<file path="src/rtl/mem_slice_if.sv">
`default_nettype none
// ============================================================================
// Module      : mem_slice_if
// Description : Data-memory request/acknowledge bus between the memory stage
//               of the pipeline and the data memory.
//               master modport : pipeline memory stage (mem_slice)
//               slave  modport : data memory
// Signals     : mem_req   master->slave  request, held until mem_ack
//               mem_we    master->slave  1=write, 0=read (valid with mem_req)
//               mem_addr  master->slave  request address (stable with mem_req)
//               mem_wdata master->slave  store data (stable with mem_req)
//               mem_rdata slave->master  load data, valid with mem_ack
//               mem_ack   slave->master  one-cycle completion pulse
// Revision    : 1.0  initial release
// ============================================================================
interface mem_slice_if #(
   parameter int DW = 16
);
   logic          mem_req;
   logic          mem_we;
   logic [DW-1:0] mem_addr;
   logic [DW-1:0] mem_wdata;
   logic [DW-1:0] mem_rdata;
   logic          mem_ack;

   modport master (
      output mem_req,
      output mem_we,
      output mem_addr,
      output mem_wdata,
      input  mem_rdata,
      input  mem_ack
   );

   modport slave (
      input  mem_req,
      input  mem_we,
      input  mem_addr,
      input  mem_wdata,
      output mem_rdata,
      output mem_ack
   );
endinterface
`default_nettype wire

</file>
<file path="src/rtl/mem_slice.sv">
`default_nettype none
// ============================================================================
// Module      : mem_slice
// Description : Memory stage of the 5-stage pipeline. Captures the execute
//               stage outputs in the EX/MEM latch, performs the data-memory
//               load/store over a req/ack handshake (stalling upstream while
//               waiting, aborting after TIMEOUT cycles) and drives the
//               registered MEM/WB outputs toward writeback.
// Parameters  : DW       datapath / memory word width
//               TIMEOUT  max ACCESS cycles without mem_ack before abort
// Ports       : clk, rst          clock, synchronous active-low reset
//               in_valid, WB_in, M_in, addr, data, result, flags, rd_in
//                                 execute-stage instruction (M_in[1]=read,
//                                 M_in[0]=write)
//               stall             upstream must hold its outputs
//               mem               data-memory bus (master side)
//               wb_valid, WB, wb_data, wb_rd, flags_out
//                                 MEM/WB register toward writeback
//               mem_err           one-cycle pulse: aborted access / illegal M
// Revision    : 1.0  initial release
// ============================================================================
module mem_slice #(
   parameter int DW      = 16,
   parameter int TIMEOUT = 15
) (
   input  logic          clk,
   input  logic          rst,
   input  logic          in_valid,
   input  logic          WB_in,
   input  logic [1:0]    M_in,
   input  logic [DW-1:0] addr,
   input  logic [DW-1:0] data,
   input  logic [DW-1:0] result,
   input  logic [2:0]    flags,
   input  logic [3:0]    rd_in,
   output logic          stall,
   mem_slice_if.master   mem,
   output logic          wb_valid,
   output logic          WB,
   output logic [DW-1:0] wb_data,
   output logic [3:0]    wb_rd,
   output logic [2:0]    flags_out,
   output logic          mem_err
);

   localparam int c_cnt_w = $clog2(TIMEOUT + 1);
   localparam logic [c_cnt_w-1:0] c_timeout_last = c_cnt_w'(TIMEOUT - 1);
   localparam logic [c_cnt_w-1:0] c_cnt_one      = c_cnt_w'(1);

   typedef enum logic [0:0] {
      S_IDLE   = 1'b0,
      S_ACCESS = 1'b1
   } state_t;

   state_t r_state;
   logic [c_cnt_w-1:0] r_count;

   // EX/MEM latch
   logic          r_ex_valid;
   logic          r_ex_wb;
   logic [1:0]    r_ex_m;
   logic [DW-1:0] r_ex_addr;
   logic [DW-1:0] r_ex_data;
   logic [DW-1:0] r_ex_result;
   logic [2:0]    r_ex_flags;
   logic [3:0]    r_ex_rd;

   // MEM/WB register
   logic          r_wb_valid;
   logic          r_wb;
   logic [DW-1:0] r_wb_data;
   logic [3:0]    r_wb_rd;
   logic [2:0]    r_flags_out;
   logic          r_mem_err;

   logic w_access;
   logic w_timeout_hit;
   logic w_mem_op;
   logic w_access_wait;
   logic w_enter_access;
   logic w_ex_load;

   assign w_access       = (r_state == S_ACCESS);
   assign w_timeout_hit  = w_access && (r_count == c_timeout_last);
   assign w_mem_op       = r_ex_valid && ((r_ex_m == 2'b01) || (r_ex_m == 2'b10));
   assign w_access_wait  = w_access && !mem.mem_ack && !w_timeout_hit;
   assign w_enter_access = (r_state == S_IDLE) && w_mem_op;

   // A memory op keeps its payload in the EX/MEM latch for the whole access
   // (it supplies mem_addr/mem_wdata/result/rd), so the latch must not load
   // on the edge that moves it into ACCESS either. Upstream is only asked to
   // hold in that cycle when it actually presents an instruction; a bubble
   // can simply be dropped.
   assign w_ex_load = !(w_access_wait || w_enter_access);
   assign stall     = w_access_wait || (w_enter_access && in_valid);

   // Memory bus is driven only from ACCESS so it is all-zero otherwise.
   assign mem.mem_req   = w_access;
   assign mem.mem_we    = w_access && r_ex_m[0];
   assign mem.mem_addr  = w_access ? r_ex_addr : '0;
   assign mem.mem_wdata = w_access ? r_ex_data : '0;

   assign wb_valid  = r_wb_valid;
   assign WB        = r_wb;
   assign wb_data   = r_wb_data;
   assign wb_rd     = r_wb_rd;
   assign flags_out = r_flags_out;
   assign mem_err   = r_mem_err;

   always_ff @(posedge clk) begin
      if (!rst) begin
         r_state     <= S_IDLE;
         r_count     <= '0;
         r_ex_valid  <= 1'b0;
         r_ex_wb     <= 1'b0;
         r_ex_m      <= 2'b00;
         r_ex_addr   <= '0;
         r_ex_data   <= '0;
         r_ex_result <= '0;
         r_ex_flags  <= 3'b000;
         r_ex_rd     <= 4'h0;
         r_wb_valid  <= 1'b0;
         r_wb        <= 1'b0;
         r_wb_data   <= '0;
         r_wb_rd     <= 4'h0;
         r_flags_out <= 3'b000;
         r_mem_err   <= 1'b0;
      end else begin
         // Pulses default low; payload holds until the next retire.
         r_wb_valid <= 1'b0;
         r_wb       <= 1'b0;
         r_mem_err  <= 1'b0;

         if (w_ex_load) begin
            r_ex_valid  <= in_valid;
            r_ex_wb     <= WB_in;
            r_ex_m      <= M_in;
            r_ex_addr   <= addr;
            r_ex_data   <= data;
            r_ex_result <= result;
            r_ex_flags  <= flags;
            r_ex_rd     <= rd_in;
         end

         case (r_state)
            S_IDLE: begin
               r_count <= '0;
               if (r_ex_valid) begin
                  case (r_ex_m)
                     2'b00: begin
                        r_wb_valid  <= 1'b1;
                        r_wb        <= r_ex_wb;
                        r_wb_data   <= r_ex_result;
                        r_wb_rd     <= r_ex_rd;
                        r_flags_out <= r_ex_flags;
                     end
                     2'b11: begin
                        // Illegal encoding: retire without a register write.
                        r_wb_valid  <= 1'b1;
                        r_wb        <= 1'b0;
                        r_wb_data   <= r_ex_result;
                        r_wb_rd     <= r_ex_rd;
                        r_flags_out <= r_ex_flags;
                        r_mem_err   <= 1'b1;
                     end
                     default: begin
                        r_state <= S_ACCESS;
                     end
                  endcase
               end
            end

            S_ACCESS: begin
               if (mem.mem_ack) begin
                  r_wb_valid  <= 1'b1;
                  r_wb        <= r_ex_wb;
                  r_wb_data   <= r_ex_m[1] ? mem.mem_rdata : r_ex_result;
                  r_wb_rd     <= r_ex_rd;
                  r_flags_out <= r_ex_flags;
                  r_count     <= '0;
                  r_state     <= S_IDLE;
               end else if (w_timeout_hit) begin
                  // Abort: retire without a register write and flag it.
                  r_wb_valid  <= 1'b1;
                  r_wb        <= 1'b0;
                  r_wb_data   <= r_ex_result;
                  r_wb_rd     <= r_ex_rd;
                  r_flags_out <= r_ex_flags;
                  r_mem_err   <= 1'b1;
                  r_count     <= '0;
                  r_state     <= S_IDLE;
               end else begin
                  r_count <= r_count + c_cnt_one;
               end
            end

            default: begin
               r_state <= S_IDLE;
               r_count <= '0;
            end
         endcase
      end
   end

endmodule
`default_nettype wire
</file>
<file path="src/flat_wrapper.sv">
// flat-port wrapper written by rule: the top's interface ports become plain ports
module mem_slice_flat 
#(
   parameter int DW      = 16,
   parameter int TIMEOUT = 15
)
  (clk, rst, in_valid, WB_in, M_in, addr, data, result, flags, rd_in, stall, wb_valid, WB, wb_data, wb_rd, flags_out, mem_err, mem_mem_req, mem_mem_we, mem_mem_addr, mem_mem_wdata, mem_mem_rdata, mem_mem_ack);
  mem_slice_if #(.DW(DW)) mem_i ();
  input  logic clk;
  input  logic rst;
  input  logic in_valid;
  input  logic WB_in;
  input  logic [1:0] M_in;
  input  logic [DW-1:0] addr;
  input  logic [DW-1:0] data;
  input  logic [DW-1:0] result;
  input  logic [2:0] flags;
  input  logic [3:0] rd_in;
  output logic stall;
  output logic wb_valid;
  output logic WB;
  output logic [DW-1:0] wb_data;
  output logic [3:0] wb_rd;
  output logic [2:0] flags_out;
  output logic mem_err;
  output wire logic [$bits(mem_i.mem_req)-1:0] mem_mem_req;
  output wire logic [$bits(mem_i.mem_we)-1:0] mem_mem_we;
  output wire logic [$bits(mem_i.mem_addr)-1:0] mem_mem_addr;
  output wire logic [$bits(mem_i.mem_wdata)-1:0] mem_mem_wdata;
  input wire logic [$bits(mem_i.mem_rdata)-1:0] mem_mem_rdata;
  input wire logic [$bits(mem_i.mem_ack)-1:0] mem_mem_ack;
  assign mem_mem_req = mem_i.mem_req;
  assign mem_mem_we = mem_i.mem_we;
  assign mem_mem_addr = mem_i.mem_addr;
  assign mem_mem_wdata = mem_i.mem_wdata;
  assign mem_i.mem_rdata = mem_mem_rdata;
  assign mem_i.mem_ack = mem_mem_ack;
  mem_slice #(.DW(DW), .TIMEOUT(TIMEOUT)) u_core (.clk(clk), .rst(rst), .in_valid(in_valid), .WB_in(WB_in), .M_in(M_in), .addr(addr), .data(data), .result(result), .flags(flags), .rd_in(rd_in), .stall(stall), .mem(mem_i), .wb_valid(wb_valid), .WB(WB), .wb_data(wb_data), .wb_rd(wb_rd), .flags_out(flags_out), .mem_err(mem_err));
endmodule
</file>
<file path="config.mk">
export PLATFORM = sky130hd
export DESIGN_NAME = mem_slice_flat
export DESIGN_NICKNAME = d
export VERILOG_FILES = /design/src/rtl/mem_slice_if.sv /design/src/rtl/mem_slice.sv /design/src/flat_wrapper.sv
export SDC_FILE = /design/constraint.sdc
export NUM_CORES = 1
export LEC_CHECK = 0
export ABC_AREA = 1
export CAP_MARGIN = 20
export CORE_ASPECT_RATIO = 1.75
export CORE_MARGIN = 2
export CORE_UTILIZATION = 35
export DETAILED_ROUTE_END_ITERATION = 10
export PLACE_DENSITY = 0.65
export SLEW_MARGIN = 0
export SYNTH_ARGS = -nofsm -noshare
export SYNTH_HDL_FRONTEND = slang
export SYNTH_SLANG_ARGS = --single-unit
</file>
<file path="constraint.sdc">
create_clock -name clk -period 1.9 [get_ports clk]
set_input_delay 0.19 -clock clk [delete_from_list [all_inputs] [get_ports clk]]
set_output_delay 0.19 -clock clk [all_outputs]
set_load 0.005 [all_outputs]
</file>
Word-level counts from Yosys, hierarchy flattened

Index checks and enable logic that the tools add are counted.

RAM bits: 0
Output and inout bits: 61
Register bits after elaboration: 90
Latch bits: 0
Input bits: 78
Memory bits (read-only): 0
Memories: 0
Logic and storage cells: 79

Add/subtract/negate cells: 1
Order comparisons: 0
Equal/unequal tests: 7
Divide/modulo/power cells: 0
Reductions and logical operators: 15
Mux-type cells: 39
Bitwise logic cells: 1
Shift-type cells: 0
Multiply operators: 0

Operator list:

| operator                                               | number |
|---|---|
| 2-to-1 mux 16 bit                                      | 7 |
| case mux 16 bit (2 select lines)                       | 1 |
| 2-to-1 mux 4 bit                                       | 6 |
| case mux 4 bit (2 select lines)                        | 2 |
| 2-to-1 mux 1 bit                                       | 14 |
| 2-to-1 mux 3 bit                                       | 4 |
| case mux 1 bit (2 select lines)                        | 4 |
| logical AND 1 bit                                      | 7 |
| case mux 3 bit (2 select lines)                        | 1 |
| adder 4 x 1 -> 4 bit (second input constant)           | 1 |
| equality test 2 bit (second input constant)            | 2 |
| equality test 4 bit (second input constant)            | 1 |
| logical OR 1 bit                                       | 3 |
| inequality test 3 bit (second input constant)          | 1 |
| AND reduction 3 bit                                    | 1 |
| equality test 2 x 1 -> 1 bit (second input constant)   | 1 |
| zero test 1 bit                                        | 2 |
| zero test 2 bit                                        | 1 |
| inequality test 2 x 1 -> 1 bit (second input constant) | 1 |
| inequality test 2 bit (second input constant)          | 1 |
| OR reduction 2 bit                                     | 1 |
| NOT 1 bit                                              | 1 |

Longest topological paths before layout

Depth in word-level cells: 6
Depth in mapped cells: 11
Mapped depth without buffers: 9

Least setup slack after synthesis

No wires, ideal clock.

Path type: reg2reg
Start: reg u_core.r_ex_m[1]
End: reg u_core.r_wb_data[0], in the netlist u_core.wb_data[0]
Arrival time: 1.763 ns
Period minus slack after synthesis: 1.878 ns
Data required time: 1.785 ns
Library setup time: 0.115 ns
Buffers on the path: 3
Slack: 0.022 ns
Cell stages (with the launch flop): 11
Cell sequence: dfxtp_1 -> buf_2 -> clkbuf_1 -> inv_1 -> ha_1 -> inv_1 -> nand3_1 -> buf_2 -> nand4_1 -> nand2_1 -> nor2_1

Word-level cells in the longest chain between the ends: 4
Elaborated cells between the ends (all ways): 8
Those cells by class: 2 x eq/ne; 3 x mux; 3 x reduce/logical

RTL lines:

| item                                                          | RTL line         | source |
|---|---|---|
| start, declared                                               | mem_slice.sv:61  | `logic [1:0] r_ex_m;` |
| start signal, assigned                                        | mem_slice.sv:137 | `r_ex_m <= M_in;` |
| equality test 2 bit / zero test 2 bit (equally long branches) | mem_slice.sv:149 | `case (r_ex_m)` |
| OR reduction 2 bit (no source line)                           | --               |  |
| inequality test 2 bit (no source line)                        | --               |  |
| AND reduction 3 bit (no source line)                          | --               |  |
| end signal, assigned                                          | mem_slice.sv:153 | `r_wb_data <= r_ex_result;` |
| end signal, assigned                                          | mem_slice.sv:161 | `r_wb_data <= r_ex_result;` |
| end signal, assigned                                          | mem_slice.sv:177 | `r_wb_data <= r_ex_m[1] ? mem.mem_rdata : r_ex_result;` |
| end, declared                                                 | mem_slice.sv:71  | `logic [DW-1:0] r_wb_data;` |

Several ways; a longest one is shown, not always the timed one.
A chain may end at the register's enable or synchronous reset.

Final worst setup path

Start: reg u_core.r_state, in the netlist u_core.mem.mem_req
End: out mem_mem_we

Word-level cells in the longest chain between the ends: 1

RTL lines:

| item                   | RTL line           | source |
|---|---|---|
| start, declared        | mem_slice.sv:55    | `state_t r_state;` |
| start signal, assigned | mem_slice.sv:112   | `r_state <= S_IDLE;` |
| start signal, assigned | mem_slice.sv:167   | `r_state <= S_ACCESS;` |
| start signal, assigned | mem_slice.sv:181   | `r_state <= S_IDLE;` |
| logical AND 1 bit      | mem_slice.sv:99    | `assign mem.mem_we = w_access && r_ex_m[0];` |
| end, declared          | flat_wrapper.sv:27 | `output wire logic [$bits(mem_i.mem_we)-1:0] mem_mem_we;` |

Every way passes these cells.

==> results.py <==
metrics = {
    "finish": {
        "synthToLayoutAreaGrowth_pct": 40.6,
        "nNetsFinal": 909,
        "final_cells": 1004,
        "multi_input_area_um2": 2020,
        "num-fill-cells": 1381,
        "seqCellArea_um2": 1810,
        "final_area_um2": 6420,
        "drive_above_1_share_pct": 5.65,
    },
    "detailed_routing": {
        "wl_per_cell_um": 11.8,
        "via_per_inst": 4.49,
        "drt-total-wl_um": 11800,
        "drtPass1Iterations": 4,
        "antenna_left": 0,
        "detail_route.iter0.violations": 229,
        "drc_errors": 0,
        "num_vias": 4503,
    },
    "cts": {
        "clockBufferDepth": 2,
        "cts_made_buffers": 9,
        "post-cts-setup-buffers": 0,
        "cts_root_buf": "clkbuf_16",
        "cts.sinks": 90,
        "h-tree-depth": 3,
        "clock_latency_ns": 0.33,
        "cts_tree": "built",
        "path_clk_slew_ns": 0.06,
        "ctsHoldBuffers": 0,
    },
    "power_and_ir_drop": {
        "p_sw_mw": 1.36,
        "intPower_mw": 3.83,
        "vdd_ir_drop_max_v": 0.000446,
        "comb_power_share_pct": 21.5,
        "switching_share_pct": 26.2,
        "seqPwrFrac_pct": 42.4,
        "powerDensity_nw_per_um2": 808,
        "leakagePower_nw": 3.38,
        "p_clk_share_pct": 36.2,
    },
    "sta": {
        "finalSetupViolations": 0,
        "layout_worst_path_cycle_share_pct": 95.0,
        "rsz0062_at_grt": "no",
        "maxSlewHeadroom_pct": 68.9,
        "fin_crit_ns": 1.80,
        "worst_clock_skew_ns": 0.0104,
        "finalHoldViolCount": 0,
        "fmax_mhz": 554,
        "fin_setup_tns_ns": 0,
        "maxSlewViolCount": 0,
        "setup_slack_ns": 0.0958,
        "tightestPinTransition_ns": 0.467,
    },
    "placement": {
        "pre_cts_slack_ns": 0.186,
        "hpwl_um": 8220,
        "port_buffers": 138,
        "placed_cell_area_um2": 6090,
        "gp_congestion": 0.790,
        "dp_cells": 987,
    },
    "critical_path": {
        "required_ns": 1.71,
        "cp-end-kind": "output pin",
        "startpoint_type": "flop",
        "cp_data_arrival_time_ns": 1.61,
        "criticalPathCategory": "flop to output pin",
        "crit_fanout": 17,
    },
    "logic_synthesis": {
        "synth_xor_area_share_pct": 0.384,
        "syn_area_um2": 4570,
        "ys_ff_latch": 90,
        "synth.area.mux_share_pct": 0,
        "synth_compound_area_share_pct": 8.61,
        "ys_seq_area_share_pct": 39.5,
        "yosysUniqueCellTypes": 22,
        "ys_warn_count": 0,
        "yosys.area_share.adder_pct": 1.10,
        "synth.avg_cell_area_um2": 6.40,
        "syn_nets": 795,
        "synth_top_family_by_area": "simple AND/OR/NAND/NOR gates",
        "synthSimpleGateAreaFrac_pct": 34.0,
        "syn_inst": 713,
    },
    "global_routing": {
        "grt_max_degree": 101,
        "antenna_found_initial": 1,
        "overflow": 0,
        "grt_pass1_wl_um": 19500,
        "grt_pass1_vias": 4092,
        "grtUsageTotal_pct": 17.1,
    },
    "run_status": {
        "outcome": "completed",
    },
    "die": {
        "die_x_um": 90.3,
        "chipHeight_um": 155,
        "row_count": 55,
        "core-area_um2": 12900,
        "initial_utilization_pct": 35.5,
        "ioPinCount": 139,
        "die-area_um2": 14000,
    },
    "worst_hold_path": {
        "hold_path.class": "primary input to flop",
    },
    "job": {
        "maxCapViolCount": 0,
    },
}
metal layers:
metal / GRT usage [%] / part of all wire [%] / up-vias
met5: 0 / 0 / -
li1: - / - / 2414
met2: 30.4 / 51 / 106
met4: 7.25 / 2.3 / 0
met1: 19.8 / 43 / 1968
met3: 3.34 / 4.2 / 15
power by group through the flow:
stage / registers (mW) / logic, mW / clock network [mW]
2_1_floorplan: 2.22 / 0.651 / 0
6_report: 2.20 / 1.11 / 1.88
4_1_cts: 2.20 / 1.12 / 1.93
5_1_grt: 2.22 / 1.27 / 2.00
3_3_place_gp: 2.24 / 1.11 / 0
3_5_place_dp: 2.24 / 1.12 / 0
final timing paths:
kind	cells past startpoint	to	slack (ns)	from
max	4	mem_mem_we	0.1	u_core.mem.mem_req
min reg2reg	2	u_core.WB	0.45	u_core.r_ex_wb
min	3	u_core.r_ex_addr[6]	0.32	rst
max reg2reg	9	u_core.flags_out[0]	0.30	u_core.r_count[0]
critical path, stage by stage (launching register included):
cell and delay (ns):
dfxtp_4 0.43, buf_6 0.21, nand2_1 0.07, inv_1 0.05
clkdlybuf4s50_1 0.53
layout by cell type, fill, tap and decap left out, types with 2 or more instances in the layout:
master / Yosys / routed
a21oi_1: 76 / 76
buf_4: 3 / 12
bufinv_16: 0 / 2
inv_2: 4 / 4
nor2_1: 96 / 96
buf_12: 0 / 5
nand2_1: 160 / 160
ha_1: 4 / 4
nand2_2: 5 / 3
clkdlybuf4s50_1: 0 / 136
nor2_4: 2 / 2
clkbuf_16: 0 / 9
clkbuf_1: 13 / 3
dfxtp_1: 90 / 89
nand3_1: 63 / 63
nand2_4: 0 / 2
nand4_1: 32 / 32
inv_1: 121 / 121
sequential cells by signal, indices dropped and copies added (netlist names), 3 cells and up:
register / cells
u_core.flags_out: 3
u_core.r_count: 4
u_core.r_ex_addr: 16
u_core.r_ex_data: 16
u_core.r_ex_flags: 3
u_core.r_ex_rd: 4
u_core.r_ex_result: 16
u_core.wb_data: 16
u_core.wb_rd: 4
through the flow:
step / utilization (%) / total power, mW / hold WS, ns
floorplan: - / 2.87 / 0.324
global placement: 47.3 / 3.35 / 0.446
detailed placement: 47.3 / 3.36 / 0.445
CTS: 49.8 / 5.25 / 0.327
global route: 49.9 / 5.49 / 0.338
finish: 49.9 / 5.19 / 0.316
cell type report:
| class | instances | area share, % |
|---|---|---|
| Antenna cell | 1 | 0.0390 |
| Timing Repair Buffer | 157 | 24.8 |
| Multi-Input combinational cell | 444 | 31.5 |
| Tap cell | 171 | 3.33 |
| Clock inverter | 4 | 1.19 |
| Clock buffer | 12 | 3.68 |
| Inverter | 125 | 7.31 |
| Sequential cell | 90 | 28.1 |
cells in the mapped netlist (all sizes together):
library cell  number  share of area (%)
buf               41                5.1
xor2               1               0.19
nand2            165                 14
nor2              99                8.5
a21oi             76                8.3
o21ai              1               0.11
inv              125                 10
dfxtp             90                 39
o21a               1               0.16
ha                 4                1.1
xnor2              1               0.19
nand4             32                4.4
nand3             64                7.3
clkbuf            13                1.1
kinds of logic after synthesis:
| group | after synthesis |
|---|---|
| buffers and inverters | 179 |
| DFF | 90 |
| AOI/OAI and AO/OA | 78 |
| xor gates and xnor gates | 2 |
| and+or+nand+nor | 360 |
| adders and majority gates | 4 |
timing repair:
action / in CTS / in global routing
resized for setup: 3 / 2
endpoints found under the hold margin: 0 / 0
setup endpoints to repair: 24 / 16
Note: power is estimated with default switching activity, not from simulation.
